[config.mk]
export PLATFORM = sky130hd
export DESIGN_NAME = alu_i_reservation_station
export DESIGN_NICKNAME = d
export VERILOG_FILES = /design/src/rtl/alu_i_reservation_station.sv
export SDC_FILE = /design/constraint.sdc
export NUM_CORES = 1
export LEC_CHECK = 0
export ABC_CLOCK_PERIOD_IN_PS = 4200
export CAP_MARGIN = 20
export CORE_ASPECT_RATIO = 0.9
export CORE_MARGIN = 3
export CORE_UTILIZATION = 60
export DETAILED_ROUTE_END_ITERATION = 7
export PLACE_DENSITY_LB_ADDON = 0.1
export SLEW_MARGIN = 20
export SYNTH_ARGS = -nofsm -noshare
export SYNTH_HDL_FRONTEND = slang
export SYNTH_SLANG_ARGS = --single-unit
[constraint.sdc]
create_clock -name clk -period 4.2 [get_ports clk]
set_input_delay 0.84 -clock clk [delete_from_list [all_inputs] [get_ports clk]]
set_output_delay 0.84 -clock clk [all_outputs]
set_load 0.01 [all_outputs]
[src/rtl/alu_i_reservation_station.sv]
// Integer-ALU reservation station: captures pending operands from the CDB and issues ready instructions.
// Optional build macro ALU_RS_OLDEST_FIRST_EN selects oldest-first issue via an age matrix.
module alu_i_reservation_station #(
    parameter int ROBSIZE  = 8,
    parameter int RS_DEPTH = 4
) (
    input  logic                          clk,
    input  logic                          rstn,
    input  logic                          i_flush,
    input  logic                          i_dispatch_en,
    output logic                          o_full,
    output logic [$clog2(RS_DEPTH+1)-1:0] o_count,
    input  logic [ROBSIZE-1:0]            i_rob_addr,
    input  logic [4:0]                    i_alu_opcode,
    input  logic                          i_addr_cal,
    input  logic                          i_con_branch_comp,
    input  logic                          i_rs1_ready,
    input  logic                          i_rs2_ready,
    input  logic [31:0]                   i_rs1_value,
    input  logic [31:0]                   i_rs2_value,
    input  logic [ROBSIZE-1:0]            i_rs1_tag,
    input  logic [ROBSIZE-1:0]            i_rs2_tag,
    input  logic                          i_cdb_valid,
    input  logic [ROBSIZE-1:0]            i_cdb_rob_addr,
    input  logic [31:0]                   i_cdb_value,
    input  logic                          i_alu_busy,
    output logic                          o_ex_en,
    output logic [ROBSIZE-1:0]            o_rob_addr,
    output logic [31:0]                   o_rs1_value,
    output logic [31:0]                   o_rs2_value,
    output logic [4:0]                    o_alu_opcode,
    output logic                          o_addr_cal,
    output logic                          o_con_branch_comp
);

    localparam int IW = $clog2(RS_DEPTH);
    localparam int CW = $clog2(RS_DEPTH + 1);

    logic [RS_DEPTH-1:0] valid_q;
    logic [RS_DEPTH-1:0] rs1_rdy_q;
    logic [RS_DEPTH-1:0] rs2_rdy_q;
    logic [RS_DEPTH-1:0] addr_cal_q;
    logic [RS_DEPTH-1:0] cbc_q;
    logic [ROBSIZE-1:0]  rob_q     [RS_DEPTH];
    logic [4:0]          op_q      [RS_DEPTH];
    logic [31:0]         rs1_val_q [RS_DEPTH];
    logic [31:0]         rs2_val_q [RS_DEPTH];
    logic [ROBSIZE-1:0]  rs1_tag_q [RS_DEPTH];
    logic [ROBSIZE-1:0]  rs2_tag_q [RS_DEPTH];
    logic [CW-1:0]       count_q;

    logic [RS_DEPTH-1:0] cand;
    logic [IW-1:0]       free_idx;
    logic [IW-1:0]       sel_idx;
    logic                free_found;
    logic                disp_acc;
    logic                fwd1;
    logic                fwd2;

    assign o_full   = &valid_q;
    assign o_count  = count_q;
    assign cand     = valid_q & rs1_rdy_q & rs2_rdy_q;
    assign o_ex_en  = !i_alu_busy && (|cand) && !i_flush;
    assign disp_acc = i_dispatch_en && !o_full && !i_flush;
    assign fwd1     = !i_rs1_ready && i_cdb_valid && (i_cdb_rob_addr == i_rs1_tag);
    assign fwd2     = !i_rs2_ready && i_cdb_valid && (i_cdb_rob_addr == i_rs2_tag);

    always_comb begin
        free_idx   = '0;
        free_found = 1'b0;
        for (int unsigned i = 0; i < RS_DEPTH; i++) begin
            if (!valid_q[i] && !free_found) begin
                free_idx   = IW'(i);
                free_found = 1'b1;
            end
        end
    end

`ifdef ALU_RS_OLDEST_FIRST_EN
    // older_q[i][j] set means entry i was dispatched before entry j
    logic [RS_DEPTH-1:0] older_q [RS_DEPTH];
    logic                is_oldest;

    always_comb begin
        sel_idx   = '0;
        is_oldest = 1'b0;
        for (int unsigned i = 0; i < RS_DEPTH; i++) begin
            is_oldest = cand[i];
            for (int unsigned j = 0; j < RS_DEPTH; j++) begin
                if (j != i && cand[j] && !older_q[i][j])
                    is_oldest = 1'b0;
            end
            if (is_oldest)
                sel_idx = IW'(i);
        end
    end

    always_ff @(posedge clk or negedge rstn) begin
        if (!rstn) begin
            for (int unsigned i = 0; i < RS_DEPTH; i++)
                older_q[i] <= '0;
        end else if (disp_acc) begin
            for (int unsigned j = 0; j < RS_DEPTH; j++)
                older_q[j][free_idx] <= 1'b1;
            older_q[free_idx] <= '0;
        end
    end
`else
    logic sel_found;

    always_comb begin
        sel_idx   = '0;
        sel_found = 1'b0;
        for (int unsigned i = 0; i < RS_DEPTH; i++) begin
            if (cand[i] && !sel_found) begin
                sel_idx   = IW'(i);
                sel_found = 1'b1;
            end
        end
    end
`endif

    always_comb begin
        o_rob_addr        = '0;
        o_rs1_value       = '0;
        o_rs2_value       = '0;
        o_alu_opcode      = '0;
        o_addr_cal        = 1'b0;
        o_con_branch_comp = 1'b0;
        if (o_ex_en) begin
            o_rob_addr        = rob_q[sel_idx];
            o_rs1_value       = rs1_val_q[sel_idx];
            o_rs2_value       = rs2_val_q[sel_idx];
            o_alu_opcode      = op_q[sel_idx];
            o_addr_cal        = addr_cal_q[sel_idx];
            o_con_branch_comp = cbc_q[sel_idx];
        end
    end

    always_ff @(posedge clk or negedge rstn) begin
        if (!rstn) begin
            valid_q    <= '0;
            rs1_rdy_q  <= '0;
            rs2_rdy_q  <= '0;
            addr_cal_q <= '0;
            cbc_q      <= '0;
            count_q    <= '0;
            for (int unsigned i = 0; i < RS_DEPTH; i++) begin
                rob_q[i]     <= '0;
                op_q[i]      <= '0;
                rs1_val_q[i] <= '0;
                rs2_val_q[i] <= '0;
                rs1_tag_q[i] <= '0;
                rs2_tag_q[i] <= '0;
            end
        end else begin
            for (int unsigned i = 0; i < RS_DEPTH; i++) begin
                if (valid_q[i] && !rs1_rdy_q[i] && i_cdb_valid && i_cdb_rob_addr == rs1_tag_q[i]) begin
                    rs1_rdy_q[i] <= 1'b1;
                    rs1_val_q[i] <= i_cdb_value;
                end
                if (valid_q[i] && !rs2_rdy_q[i] && i_cdb_valid && i_cdb_rob_addr == rs2_tag_q[i]) begin
                    rs2_rdy_q[i] <= 1'b1;
                    rs2_val_q[i] <= i_cdb_value;
                end
            end
            if (i_flush) begin
                valid_q <= '0;
                count_q <= '0;
            end else begin
                // issued entry is always valid and the free slot never is, so these never collide
                if (o_ex_en)
                    valid_q[sel_idx] <= 1'b0;
                if (disp_acc) begin
                    valid_q[free_idx]    <= 1'b1;
                    rob_q[free_idx]      <= i_rob_addr;
                    op_q[free_idx]       <= i_alu_opcode;
                    addr_cal_q[free_idx] <= i_addr_cal;
                    cbc_q[free_idx]      <= i_con_branch_comp;
                    rs1_rdy_q[free_idx]  <= i_rs1_ready | fwd1;
                    rs2_rdy_q[free_idx]  <= i_rs2_ready | fwd2;
                    rs1_val_q[free_idx]  <= fwd1 ? i_cdb_value : i_rs1_value;
                    rs2_val_q[free_idx]  <= fwd2 ? i_cdb_value : i_rs2_value;
                    rs1_tag_q[free_idx]  <= i_rs1_tag;
                    rs2_tag_q[free_idx]  <= i_rs2_tag;
                end
                count_q <= count_q + CW'(disp_acc) - CW'(o_ex_en);
            end
        end
    end

endmodule

==> flow_summary.toml <==
[sta]
skew_ns = 0.0163
period_needed_ns = 4.04
max_freq_mhz = 248
slew_violations = 0
finalHoldViolations = 0
setup_viol = 0
rsz0062_at_grt = "no"
worst_pin_slew_ns = 0.757
timing.final.ws_setup_ns = 0.165
tns_ns = 0
finalCritPeriodShare_pct = 96.1
max_slew_margin_pct = 49.1

[worst_setup_path]
critPathKind = "flop to primary output"
crit_path_start_kind = "flop"
critical_path.top_delay_family = "simple AND/OR/NAND/NOR gates"
cpPeakStageDelay_ns = 0.55
arrival_ns = 3.20
cp_num_buf_inv = 2
worst_setup_path_end_kind = "primary output"
crit_slowest_cell = "nor2b_4"
worstPathMaxFanout = 19
cp.required_ns = 3.36
path_cells = "nand3_1, nor2b_4, buf_12, mux2i_1, o22a_1, nor2_1, clkdlybuf4s50_1"

[die]
start_util_pct = 61.9
die_y_um = 182
core-area_mm2 = 0.0335
die_w_um = 202
die_area_mm2 = 0.0368
fp-row-count = 63
ios = 227

[placement]
port-buffer-count = 226
hpwl_um = 39300
dp.cells = 2548
pre_cts_ws_ns = 0.507
gp_congestion = 0.844

[synthesis]
ys_seq_area_share_pct = 47.6
synth-seq-cells = 395
syn-instance-count = 2026
syn_avg_cell_area_um2 = 10.2
syn-cell-area_mm2 = 0.0207
syn_nets = 2172
ys_warn_count = 0
synth_cell_types = 45

[cts]
cts.hold.buffers_added = 0
cts_resized = 0
ctsRootBufferMaster = "clkbuf_16"
clk_pin_slew_ns = 0.06
cts_htree_levels = 2
cts.sinks = 395
cts_tree = "yes"
cts_inserted_buffers = 42
clockBufferDepth = 3
post_cts_buffers = 0
insertion_delay_ns = 0.55

[drt]
wl_per_cell_um = 25.2
num_vias = 17878
drt_pass1_iterations = 6
route.detailed.drc = 0
drtIter0Drc = 2044
via_per_inst = 6.82
detail-route-antenna-nets = 0
totalWireLength_um = 66100

[final_layout]
final_cell_mix = "dfrtp_1 (395), nand2_1 (379), o32a_1 (251), o21a_1 (251), clkdlybuf4s50_1 (225)"
mostFrequentLayoutCell = "dfrtp_1"
fin_cells = 2621
syn_to_final_growth_pct = 19.6
nets = 2284
fillCellCount = 2397
drive_gt1_share_pct = 7.68

[job]
maxCapViolations = 0

[grt]
grt_pass1_wl_um = 104000
grt_max_degree = 112
antenna_found_initial = 8
grt_pass1_vias = 18259
gr-usage-all-layers_pct = 35.2
grt_overflow = 0

[power]
ir_worst_vdd_v = 0.000311
p_total_mw = 10.6
powerDensity_mw_per_mm2 = 428
leakage_nw = 9.77

[hold_path]
min_path_type = "input port to async pin"

[outcome]
status = "complete, no violations"
==> stage by stage <==
step | area (um^2) | utilization [%] | hold slack [ns]
2_1_floorplan | 20700 | - | 0.445
3_5_place_dp | 23500 | 70.2 | 0.462
4_1_cts | 24800 | 74.0 | 0.332
3_3_place_gp | 23500 | 70.2 | 0.456
6_report | 24800 | 74.1 | 0.280
5_1_grt | 24800 | 74.1 | 0.359
==> state kept, by name (all words and copies together), names as in the netlist <==
register    count
rs2_rdy_q       4
rs2_tag_q      32
o_count         3
rs1_tag_q      32
rs2_val_q     128
cbc_q           4
rs1_val_q     128
valid_q         4
rob_q          32
rs1_rdy_q       4
addr_cal_q      4
op_q           20
==> synthesized netlist by cell type, drive strengths merged <==
cell type	n	area, um^2
a21oi	4	20.0
a22oi	79	593
a311o	1	10.0
a31o	4	35.0
a32oi	4	35.0
and2	1	6.26
and3	5	31.3
buf	133	747
clkbuf	92	345
dfrtp	395	9880
fa	1	20.0
ha	2	25.0
inv	5	18.8
mux2i	79	791
nand2	380	1430
nand2b	2	12.5
nand3	11	55.1
nand3b	2	15.0
nand4	6	37.5
nand4b	1	8.76
nor2	88	330
nor2b	3	18.8
nor3	16	90.1
nor3b	1	12.5
nor4	5	31.3
o21a	251	1880
o21ai	18	90.1
o221a	5	56.3
o22a	79	692
o311ai	1	8.76
o31ai	5	83.8
o32a	251	2510
or2	6	37.5
or3	7	53.8
or3b	1	8.76
xnor2	45	394
xor2	37	324
==> report_power, final <==
| part | switching, mW | total (mW) | internal (mW) | leakage (nW) |
|---|---|---|---|---|
| Combinational | 0.967 | 2.12 | 1.16 | 4.35 |
| Sequential | 0.431 | 4.96 | 4.53 | 4.80 |
| Clock | 1.51 | 3.53 | 2.02 | 0.628 |
| Total | 2.91 | 10.6 | 7.71 | 9.77 |
==> logic make-up after synthesis <==
family | count (synthesis) | synth area share (%)
xor gates and xnor gates | 82 | 3.46
adders and majority gates | 3 | 0.217
DFF | 395 | 47.6
and+or+nand+nor | 535 | 10.5
buffers and inverters | 230 | 5.36
AOI/OAI and AO/OA | 702 | 29.0
muxes | 79 | 3.81
==> cell type report <==
type | count | area (um^2) | share of cell area [%]
inverters | 5 | 18.8 | 0.0756
repair buffers | 293 | 3100 | 12.5
well taps | 455 | 569 | 2.29
clock buffers | 63 | 1240 | 5.00
flip-flops and latches | 395 | 9880 | 39.8
diodes | 4 | 10.0 | 0.0403
clock inverters | 5 | 28.8 | 0.116
multi-input cells | 1401 | 9960 | 40.1
==> worst paths after layout <==
check                                  to  cells past startpoint  slack, ns        from
hold reg to reg                 rob_q[28]                      2       0.47   rob_q[28]
setup / recovery            o_rob_addr[1]                      7       0.16  valid_q[1]
min in group clk                rob_q[28]                      2       0.47   rob_q[28]
setup reg to reg               o_count[2]                     12       1.22  valid_q[3]
hold / removal              rs1_tag_q[30]                      1       0.28        rstn
max in group asynchronous  rs2_val_q[102]                      2       2.80        rstn
==> layer usage <==
| layer | up-vias | track usage [%] | routed length [um] |
|---|---|---|---|
| li1 | 7719 | - | - |
| met1 | 8949 | 49.0 | 26600 |
| met2 | 1062 | 55.4 | 30900 |
| met3 | 140 | 7.63 | 6940 |
| met4 | 8 | 11.8 | 1690 |
| met5 | - | 0 | 48 |
No activity file was read; power rests on OpenSTA's default activity.
